`src/rtl/accel_pkg.sv`:
```
// Shared constants and FSM state type for the accelerator register-map sequencers.
package accel_pkg;

    localparam int DW        = 32;
    localparam int REG_AW    = 6;
    localparam int REG_COUNT = 48;

    typedef enum logic [1:0] {
        S_IDLE,
        S_RUN,
        S_DRAIN,
        S_WRITE
    } state_t;

endpackage

```
`src/rtl/dot_product_seq_if.sv`:
```
// Command/status handshake plus the register-map read/write ports of the dot-product sequencer.
interface dot_product_seq_if;
    import accel_pkg::*;

    logic              start;
    logic [REG_AW-1:0] a_base;
    logic [REG_AW-1:0] b_base;
    logic [REG_AW-1:0] len;
    logic [REG_AW-1:0] dst;
    logic              busy;
    logic              done;
    logic              err;
    logic [REG_AW-1:0] read_reg1;
    logic [REG_AW-1:0] read_reg2;
    logic [DW-1:0]     read_data1;
    logic [DW-1:0]     read_data2;
    logic [REG_AW-1:0] write_reg;
    logic              reg_write;
    logic [DW-1:0]     write_data;

    // Controller and register map together form the master side.
    modport master (
        output start, a_base, b_base, len, dst, read_data1, read_data2,
        input  busy, done, err, read_reg1, read_reg2, write_reg, reg_write, write_data
    );

    modport slave (
        input  start, a_base, b_base, len, dst, read_data1, read_data2,
        output busy, done, err, read_reg1, read_reg2, write_reg, reg_write, write_data
    );

endinterface

```
`src/rtl/dot_mac.sv`:
```
// Multiply-accumulate core: one registered product stage feeding a wrapping accumulator.
module dot_mac
    import accel_pkg::*;
#(
    parameter int DATA_W = DW
) (
    input  logic              clk,
    input  logic              rst,
    input  logic              clr_i,
    input  logic              mul_en_i,
    input  logic              drain_en_i,
    input  logic [DATA_W-1:0] a_i,
    input  logic [DATA_W-1:0] b_i,
    output logic [DATA_W-1:0] acc_o
);

    function automatic logic [DATA_W-1:0] mul_lo(input logic [DATA_W-1:0] x,
                                                 input logic [DATA_W-1:0] y);
        return x * y;
    endfunction

    function automatic logic [DATA_W-1:0] add_wrap(input logic [DATA_W-1:0] x,
                                                   input logic [DATA_W-1:0] y);
        return x + y;
    endfunction

    logic [DATA_W-1:0] prod_p1_q, prod_p1_d;
    logic              vld_p1_q, vld_p1_d;
    logic [DATA_W-1:0] acc_q, acc_d;

    always_comb begin
        prod_p1_d = prod_p1_q;
        vld_p1_d  = vld_p1_q;
        acc_d     = acc_q;
        if (clr_i) begin
            prod_p1_d = '0;
            vld_p1_d  = 1'b0;
            acc_d     = '0;
        end else if (mul_en_i) begin
            prod_p1_d = mul_lo(a_i, b_i);
            vld_p1_d  = 1'b1;
            if (vld_p1_q) acc_d = add_wrap(acc_q, prod_p1_q);
        end else if (drain_en_i) begin
            if (vld_p1_q) acc_d = add_wrap(acc_q, prod_p1_q);
            vld_p1_d = 1'b0;
        end
    end

    // p1: product register; accumulator consumes it one cycle later
    always_ff @(posedge clk) begin
        if (rst) begin
            prod_p1_q <= '0;
            vld_p1_q  <= 1'b0;
            acc_q     <= '0;
        end else begin
            prod_p1_q <= prod_p1_d;
            vld_p1_q  <= vld_p1_d;
            acc_q     <= acc_d;
        end
    end

    assign acc_o = acc_q;

endmodule

```
`src/rtl/dot_product_seq.sv`:
```
// Reads two vectors from the register map, multiply-accumulates them and writes the
// 32-bit result back to a destination register.
module dot_product_seq
    import accel_pkg::*;
#(
    parameter int NREGS = REG_COUNT
) (
    input logic             clk,
    input logic             rst,
    dot_product_seq_if.slave bus
);

    localparam int AW = REG_AW;

    state_t          state_q;
    logic [AW-1:0]   a_base_q, b_base_q, len_q, dst_q, idx_q;
    logic            done_q, err_q;
    logic [AW:0]     a_end, b_end;
    logic            range_err;
    logic            accept;
    logic            in_run, in_write;
    logic [DW-1:0]   acc;

    // Sums are one bit wider so base+len up to 63+63 cannot wrap into range.
    always_comb begin
        a_end     = {1'b0, bus.a_base} + {1'b0, bus.len};
        b_end     = {1'b0, bus.b_base} + {1'b0, bus.len};
        range_err = (a_end > (AW+1)'(NREGS)) || (b_end > (AW+1)'(NREGS)) ||
                    ({1'b0, bus.dst} >= (AW+1)'(NREGS));
    end

    assign accept = (state_q == S_IDLE) && bus.start;

    always_ff @(posedge clk) begin
        if (rst) begin
            state_q  <= S_IDLE;
            a_base_q <= '0;
            b_base_q <= '0;
            len_q    <= '0;
            dst_q    <= '0;
            idx_q    <= '0;
            done_q   <= 1'b0;
            err_q    <= 1'b0;
        end else begin
            done_q <= 1'b0;
            case (state_q)
                S_IDLE: begin
                    if (bus.start) begin
                        a_base_q <= bus.a_base;
                        b_base_q <= bus.b_base;
                        len_q    <= bus.len;
                        dst_q    <= bus.dst;
                        idx_q    <= '0;
                        err_q    <= range_err;
                        if (range_err) begin
                            done_q <= 1'b1;
                        end else if (bus.len == '0) begin
                            state_q <= S_WRITE;
                            done_q  <= 1'b1;
                        end else begin
                            state_q <= S_RUN;
                        end
                    end
                end
                S_RUN: begin
                    idx_q <= idx_q + AW'(1);
                    if (idx_q == len_q - AW'(1)) state_q <= S_DRAIN;
                end
                S_DRAIN: begin
                    state_q <= S_WRITE;
                    done_q  <= 1'b1;
                end
                S_WRITE: state_q <= S_IDLE;
                default: state_q <= S_IDLE;
            endcase
        end
    end

    assign in_run   = (state_q == S_RUN);
    assign in_write = (state_q == S_WRITE);

    dot_mac #(.DATA_W(DW)) u_mac (
        .clk        (clk),
        .rst        (rst),
        .clr_i      (accept),
        .mul_en_i   (in_run),
        .drain_en_i (state_q == S_DRAIN),
        .a_i        (bus.read_data1),
        .b_i        (bus.read_data2),
        .acc_o      (acc)
    );

    assign bus.busy       = (state_q != S_IDLE);
    assign bus.done       = done_q;
    assign bus.err        = err_q;
    assign bus.read_reg1  = in_run ? a_base_q + idx_q : '0;
    assign bus.read_reg2  = in_run ? b_base_q + idx_q : '0;
    assign bus.reg_write  = in_write;
    assign bus.write_reg  = in_write ? dst_q : '0;
    assign bus.write_data = in_write ? acc : '0;

endmodule

```
`src/flat_wrapper.sv`:
```
// flat-port wrapper written by rule: the top's interface ports become plain ports
module dot_product_seq_flat import accel_pkg::*;
#(
    parameter int NREGS = REG_COUNT
)
  (clk, rst, bus_start, bus_a_base, bus_b_base, bus_len, bus_dst, bus_read_data1, bus_read_data2, bus_busy, bus_done, bus_err, bus_read_reg1, bus_read_reg2, bus_write_reg, bus_reg_write, bus_write_data);
  dot_product_seq_if bus_i ();
  input logic clk;
  input logic rst;
  input wire logic [$bits(bus_i.start)-1:0] bus_start;
  input wire logic [$bits(bus_i.a_base)-1:0] bus_a_base;
  input wire logic [$bits(bus_i.b_base)-1:0] bus_b_base;
  input wire logic [$bits(bus_i.len)-1:0] bus_len;
  input wire logic [$bits(bus_i.dst)-1:0] bus_dst;
  input wire logic [$bits(bus_i.read_data1)-1:0] bus_read_data1;
  input wire logic [$bits(bus_i.read_data2)-1:0] bus_read_data2;
  output wire logic [$bits(bus_i.busy)-1:0] bus_busy;
  output wire logic [$bits(bus_i.done)-1:0] bus_done;
  output wire logic [$bits(bus_i.err)-1:0] bus_err;
  output wire logic [$bits(bus_i.read_reg1)-1:0] bus_read_reg1;
  output wire logic [$bits(bus_i.read_reg2)-1:0] bus_read_reg2;
  output wire logic [$bits(bus_i.write_reg)-1:0] bus_write_reg;
  output wire logic [$bits(bus_i.reg_write)-1:0] bus_reg_write;
  output wire logic [$bits(bus_i.write_data)-1:0] bus_write_data;
  assign bus_i.start = bus_start;
  assign bus_i.a_base = bus_a_base;
  assign bus_i.b_base = bus_b_base;
  assign bus_i.len = bus_len;
  assign bus_i.dst = bus_dst;
  assign bus_i.read_data1 = bus_read_data1;
  assign bus_i.read_data2 = bus_read_data2;
  assign bus_busy = bus_i.busy;
  assign bus_done = bus_i.done;
  assign bus_err = bus_i.err;
  assign bus_read_reg1 = bus_i.read_reg1;
  assign bus_read_reg2 = bus_i.read_reg2;
  assign bus_write_reg = bus_i.write_reg;
  assign bus_reg_write = bus_i.reg_write;
  assign bus_write_data = bus_i.write_data;
  dot_product_seq #(.NREGS(NREGS)) u_core (.clk(clk), .rst(rst), .bus(bus_i));
endmodule
```
`config.mk`:
```
export PLATFORM = sky130hd
export DESIGN_NAME = dot_product_seq_flat
export DESIGN_NICKNAME = d
export VERILOG_FILES = /design/src/rtl/accel_pkg.sv /design/src/rtl/dot_product_seq_if.sv /design/src/rtl/dot_mac.sv /design/src/rtl/dot_product_seq.sv /design/src/flat_wrapper.sv
export SDC_FILE = /design/constraint.sdc
export NUM_CORES = 1
export LEC_CHECK = 0
export CELL_PAD_IN_SITES_DETAIL_PLACEMENT = 1
export CELL_PAD_IN_SITES_GLOBAL_PLACEMENT = 1
export CORE_MARGIN = 10
export CORE_UTILIZATION = 40
export DETAILED_ROUTE_END_ITERATION = 7
export PLACE_DENSITY_LB_ADDON = 0.15
export RECOVER_POWER = 50
export SYNTH_ARGS = -nofsm -noshare
export SYNTH_HDL_FRONTEND = slang
export SYNTH_HIERARCHICAL = 1
export SYNTH_SLANG_ARGS = --single-unit
```
`constraint.sdc`:
```
create_clock -name clk -period 10.3 [get_ports clk]
set_input_delay 1.545 -clock clk [delete_from_list [all_inputs] [get_ports clk]]
set_output_delay 1.545 -clock clk [all_outputs]
set_load 0.03 [all_outputs]
```
**Word-level counts from Yosys, hierarchy flattened**

Index checks and enable logic that the tools add are counted.

- Register bits: 99
- Bits in latches: 0
- RAM bits: 0
- ROM bits: 0
- Input port bits: 91
- Output and inout bits: 54
- Word-level logic and storage cells: 61
- Memories kept: 0

- $add $sub $neg: 7
- Multipliers: 1
- Div/mod/pow operators: 0
- $lt $le $gt $ge: 3
- Equality and inequality tests: 7
- Shifts and indexed selects: 0
- Mux-type cells: 20
- Bitwise gates (word level): 0
- Reduce and logical (&&, ||, !) cells: 12

Operators by type and width:

| cell | number |
|---|---|
| 2-to-1 mux 32 bit | 4 |
| adder 32 bit | 1 |
| multiplier 32 x 32 -> 32 bit | 1 |
| 2-to-1 mux 6 bit | 4 |
| adder 6 x 6 -> 7 bit | 2 |
| greater-than comparator 7 x 6 -> 1 bit, second input constant | 2 |
| adder 6 bit | 2 |
| one-hot mux 6 bit (2 select lines) | 1 |
| 2-to-1 mux 2 bit | 4 |
| one-hot mux 2 bit (4 select lines) | 1 |
| adder 6 x 1 -> 6 bit, second input constant | 1 |
| equality test 6 bit | 1 |
| greater-or-equal comparator 6 bit, second input constant | 1 |
| zero test 6 bit | 1 |
| inequality test 2 bit, second input constant | 3 |
| nonzero test 2 bit | 3 |
| subtractor 6 x 1 -> 6 bit, second input constant | 1 |
| 2-to-1 mux 1 bit | 5 |
| equality test 2 bit, second input constant | 2 |
| AND reduction 2 bit | 2 |
| AND reduction 3 bit | 1 |
| equality test 2 x 1 -> 1 bit, second input constant | 1 |
| zero test 2 bit | 1 |
| logical OR 1 bit | 2 |
| 3 further kinds | 3 |

**Longest topological paths before layout**

- Word-level depth: 7
- Mapped depth: 28
- Depth with buffers taken out: 26

**Modules after synthesis**

Netlist, hierarchy kept.

Modules (own cells, without submodules):

| module | instances | cells each | area each (µm²) | sequential area each (µm²) |
|---|---|---|---|---|
| dot_mac | 1 | 2,195 | 19,411.1 | 1,301.2 |
| dot_product_seq | 1 | 348 | 2,678.8 | 680.7 |

**Worst setup path before layout**

No wires, ideal clock.

- Path kind: input -> register
- From: input port bus_read_data2[2]
- To: register u_core.u_mac.prod_p1_q[30]
- Library setup time: 128 ps
- Arrival time: 8,010 ps
- Required time: 10,172 ps
- Path slack: 2,162 ps
- Cell stages on the path: 25
- Path buffers: 2
- Cells stage by stage: clkbuf_1 > clkbuf_1 > and2_1 > fa_1 > inv_1 > fa_1 > fa_1 > fa_1 > inv_1 > fa_1 > inv_1 > fa_1 > inv_1 > fa_1 > fa_1 > ha_1 > a21o_1 > a21o_1 > a2111oi_0 > o211ai_1 > a311o_1 > a211oi_2 > xnor2_1 > mux2i_1 > nor2_1

- Longest elaborated chain between the ends: 1

Ends and longest elaborated chain:

| element | RTL line | text |
|---|---|---|
| start: declaration | flat_wrapper.sv:16 | `input wire logic [$bits(bus_i.read_data2)-1:0] bus_read_data2;` |
| multiplier 32 x 32 -> 32 bit | dot_mac.sv:19 | `return x * y;` |
| end signal: assignment | dot_mac.sv:56 | `prod_p1_q <= prod_p1_d;` |
| end: declaration | dot_mac.sv:27 | `logic [DATA_W-1:0] prod_p1_q, prod_p1_d;` |

Every way passes these cells.
A chain may end at the register's enable or synchronous reset.

**Worst setup path after layout**

- From: input port bus_read_data1[13]
- To: register u_core.u_mac.prod_p1_q[31]

- Longest elaborated chain between the ends: 1

Ends and longest elaborated chain:

| element | RTL line | text |
|---|---|---|
| start: declaration | flat_wrapper.sv:15 | `input wire logic [$bits(bus_i.read_data1)-1:0] bus_read_data1;` |
| multiplier 32 x 32 -> 32 bit | dot_mac.sv:19 |  |

Every way passes these cells.

==> qor.yml <==
worst_setup_path:
  crit_path_frequent_cell: "fa_1"
  worstPathMaxFanout: 11
  cp-start-kind: "input pin"
  critPathSlowestCell: "clkdlybuf4s50_1"
  crit_family: "adder cells"
  cp.required_ns: 10.42
  worstPathArrival_ns: 9.28
  end_kind: "register"
  crit_buf_inv: 7
  path_class: "input pin to register"
  cpPeakStageDelay_ns: 1.10
clocking:
  cts_tree: "built"
  clkTransAtPathRegs_ns: 0.07
  cts_root_buf: "clkbuf_16"
  cts_buffers: 9
  clock_sink_count: 99
  h-tree-depth: 3
  cts.path.max_buffers: 2
  cts_setup_buffers: 0
  cts_hold_buffers: 0
  cts.repair.resized: 0
  worstSkewPairLatency_ns: 0.36
timing:
  finalSetupTns_ns: 0
  skew_ns: 0.00801
  period_minus_slack_ns: 9.15
  max-slew-margin-rel: -0.719
  slew_viol_final: 43
  fin_crit_sh: 0.889
  max_freq_mhz: 109
  whs_ns: 0.456
  tightest_slew_ns: 2.58
  rsz0062_at_grt: "no"
  setup_viol: 0
  hold_viol_final: 0
floorplan:
  io_pins: 145
  core_um2: 54900
  fp.dieH_um: 255
  start_util: 0.403
  dieArea_um2: 65000
  die_w_um: 255
  num_rows: 86
run_status:
  violations: "capacitance limit, slew limit"
  outcome: "finished with violations"
detailed_routing:
  num_vias: 17300
  first_iter_violations: 726
  ant_nets: 0
  dr.pass1.iters: 5
  wirelength_mm: 70.2
  drc_errors: 0
  viasPerCell: 5.18
  routedWlPerCell_um: 21.1
grt:
  grt_pass1_vias: 19600
  grt_first_pass_wirelength_mm: 111
  gr-total-overflow: 0
  grt_max_degree: 60
  antenna_found_initial: 1
  grt_usage: 0.221
yosys:
  synthCells: 2543
  postSynthAreaPerCell_um2: 8.69
  yosysSeqAreaShare: 0.0897
  synth_area_um2: 22100
  yosysUniqueCellTypes: 73
  yosysWarnings: 6
  synthArstFlopShare: 0
  synthFlopType: "dfxtp_1"
  synth_seq_cells: 99
  synth_edf_count: 0
  synth_fp_nets: 3229
layout:
  area_growth_pct: 11.4
  layout_commonest_cell: "inv_1"
  nNetsFinal: 3308
  postLayoutCoreUtil: 0.448
  layout_common_cells: "inv_1, fa_1, nand2_1"
  drive_above_1_share: 0.0320
hold_path:
  hold_class: "register to register"
placed_design:
  gp_congestion: 0.880
  dpl.hpwl_mm: 57.3
  port_buffers: 144
flow_run:
  maxCapViolations: 1
[worst min-delay path: stages, from the launching register on]
cell and delay, ns:
dfxtp_1 0.31, nand2_1 0.05, a21oi_1 0.05
[cells by family after synthesis]
kind of cell	Yosys count	share of synthesized area
simple gates	878	0.196
fa+ha+maj	595	0.477
buf+inv	547	0.0934
compound gates	264	0.0782
xor+xnor	134	0.0531
flops	99	0.0897
mux	26	0.0121
[through the flow]
stage	area [um2]	cells	setup WS [ns]
3_5_place_dp	24300	3315	0.869
4_1_cts	24600	3331	1.25
5_1_grt	24600	3331	0.773
6_report	24600	3332	1.15
2_1_floorplan	22100	2543	2.16
3_3_place_gp	24300	3315	1.01
[cell type report]
type	count	area, um2
fill	6457	30300
inverter	424	1590
antenna	1	2.50
tap	704	881
clock inverter	3	46.3
multi-input combinational	1897	18000
sequential	99	1980
clock buffer	13	260
timing repair buffer	191	1790
[state kept, by name, summed over array words and instances (netlist names)]
register,count
u_core/a_base_q,6
u_core/len_q,6
u_core/u_mac/vld_p1_q,1
u_core/b_base_q,6
u_core/state_q,2
u_core/bus.done,1
u_core/u_mac/prod_p1_q,32
u_core/u_mac/acc_o,32
u_core/idx_q,6
u_core/bus.err,1
u_core/dst_q,6
[Yosys cell counts, drive strengths merged (3+ instances only)]
master / n / area [um2]
a21oi: 112 / 568
nor3: 10 / 55.1
dfxtp: 99 / 1980
mux2i: 24 / 240
ha: 182 / 2280
a31o: 6 / 52.6
buf: 6 / 31.3
nand3: 20 / 100
nor2: 90 / 338
a31oi: 7 / 50.1
inv: 424 / 1590
nand2: 376 / 1410
o21a: 13 / 97.6
nor3b: 5 / 37.5
fa: 413 / 8270
and2: 315 / 1970
xnor2: 97 / 850
nand4: 7 / 43.8
o211ai: 8 / 60.1
o21ai: 41 / 205
nand4b: 3 / 26.3
a21boi: 3 / 22.5
nor2b: 11 / 68.8
nand2b: 13 / 81.3
nand3b: 4 / 30.0
or3: 10 / 67.6
a311oi: 4 / 53.8
a221oi: 4 / 41.3
clkbuf: 117 / 440
a211oi: 12 / 110
xor2: 37 / 324
a21o: 27 / 203
and3: 4 / 25.0
o21bai: 8 / 60.1
[path summary, 6_finish.rpt]
kind                             startpoint                                 endpoint  slack [ns]  cells past startpoint
min            u_core/dst_q[3]$_SDFFE_PP0P_             u_core/dst_q[3]$_SDFFE_PP0P_        0.46                      2
max                      bus_read_data1[13]  u_core/u_mac/prod_p1_q[31]$_SDFFE_PP0P_        1.15                     27
min reg2reg    u_core/dst_q[3]$_SDFFE_PP0P_             u_core/dst_q[3]$_SDFFE_PP0P_        0.46                      2
max reg2reg  u_core/state_q[1]$_SDFFE_PP0P_           u_core/state_q[1]$_SDFFE_PP0P_        6.14                      7
[per-layer routing]
layer	part of all wire	track usage
met1	0.42	0.269
met2	0.52	0.403
met3	0.032	0.0260
met4	0.030	0.0651
met5	0.00019	0
Power is not shown: default switching activity piles up to over one toggle a cycle in this logic, so the estimate is an artifact.
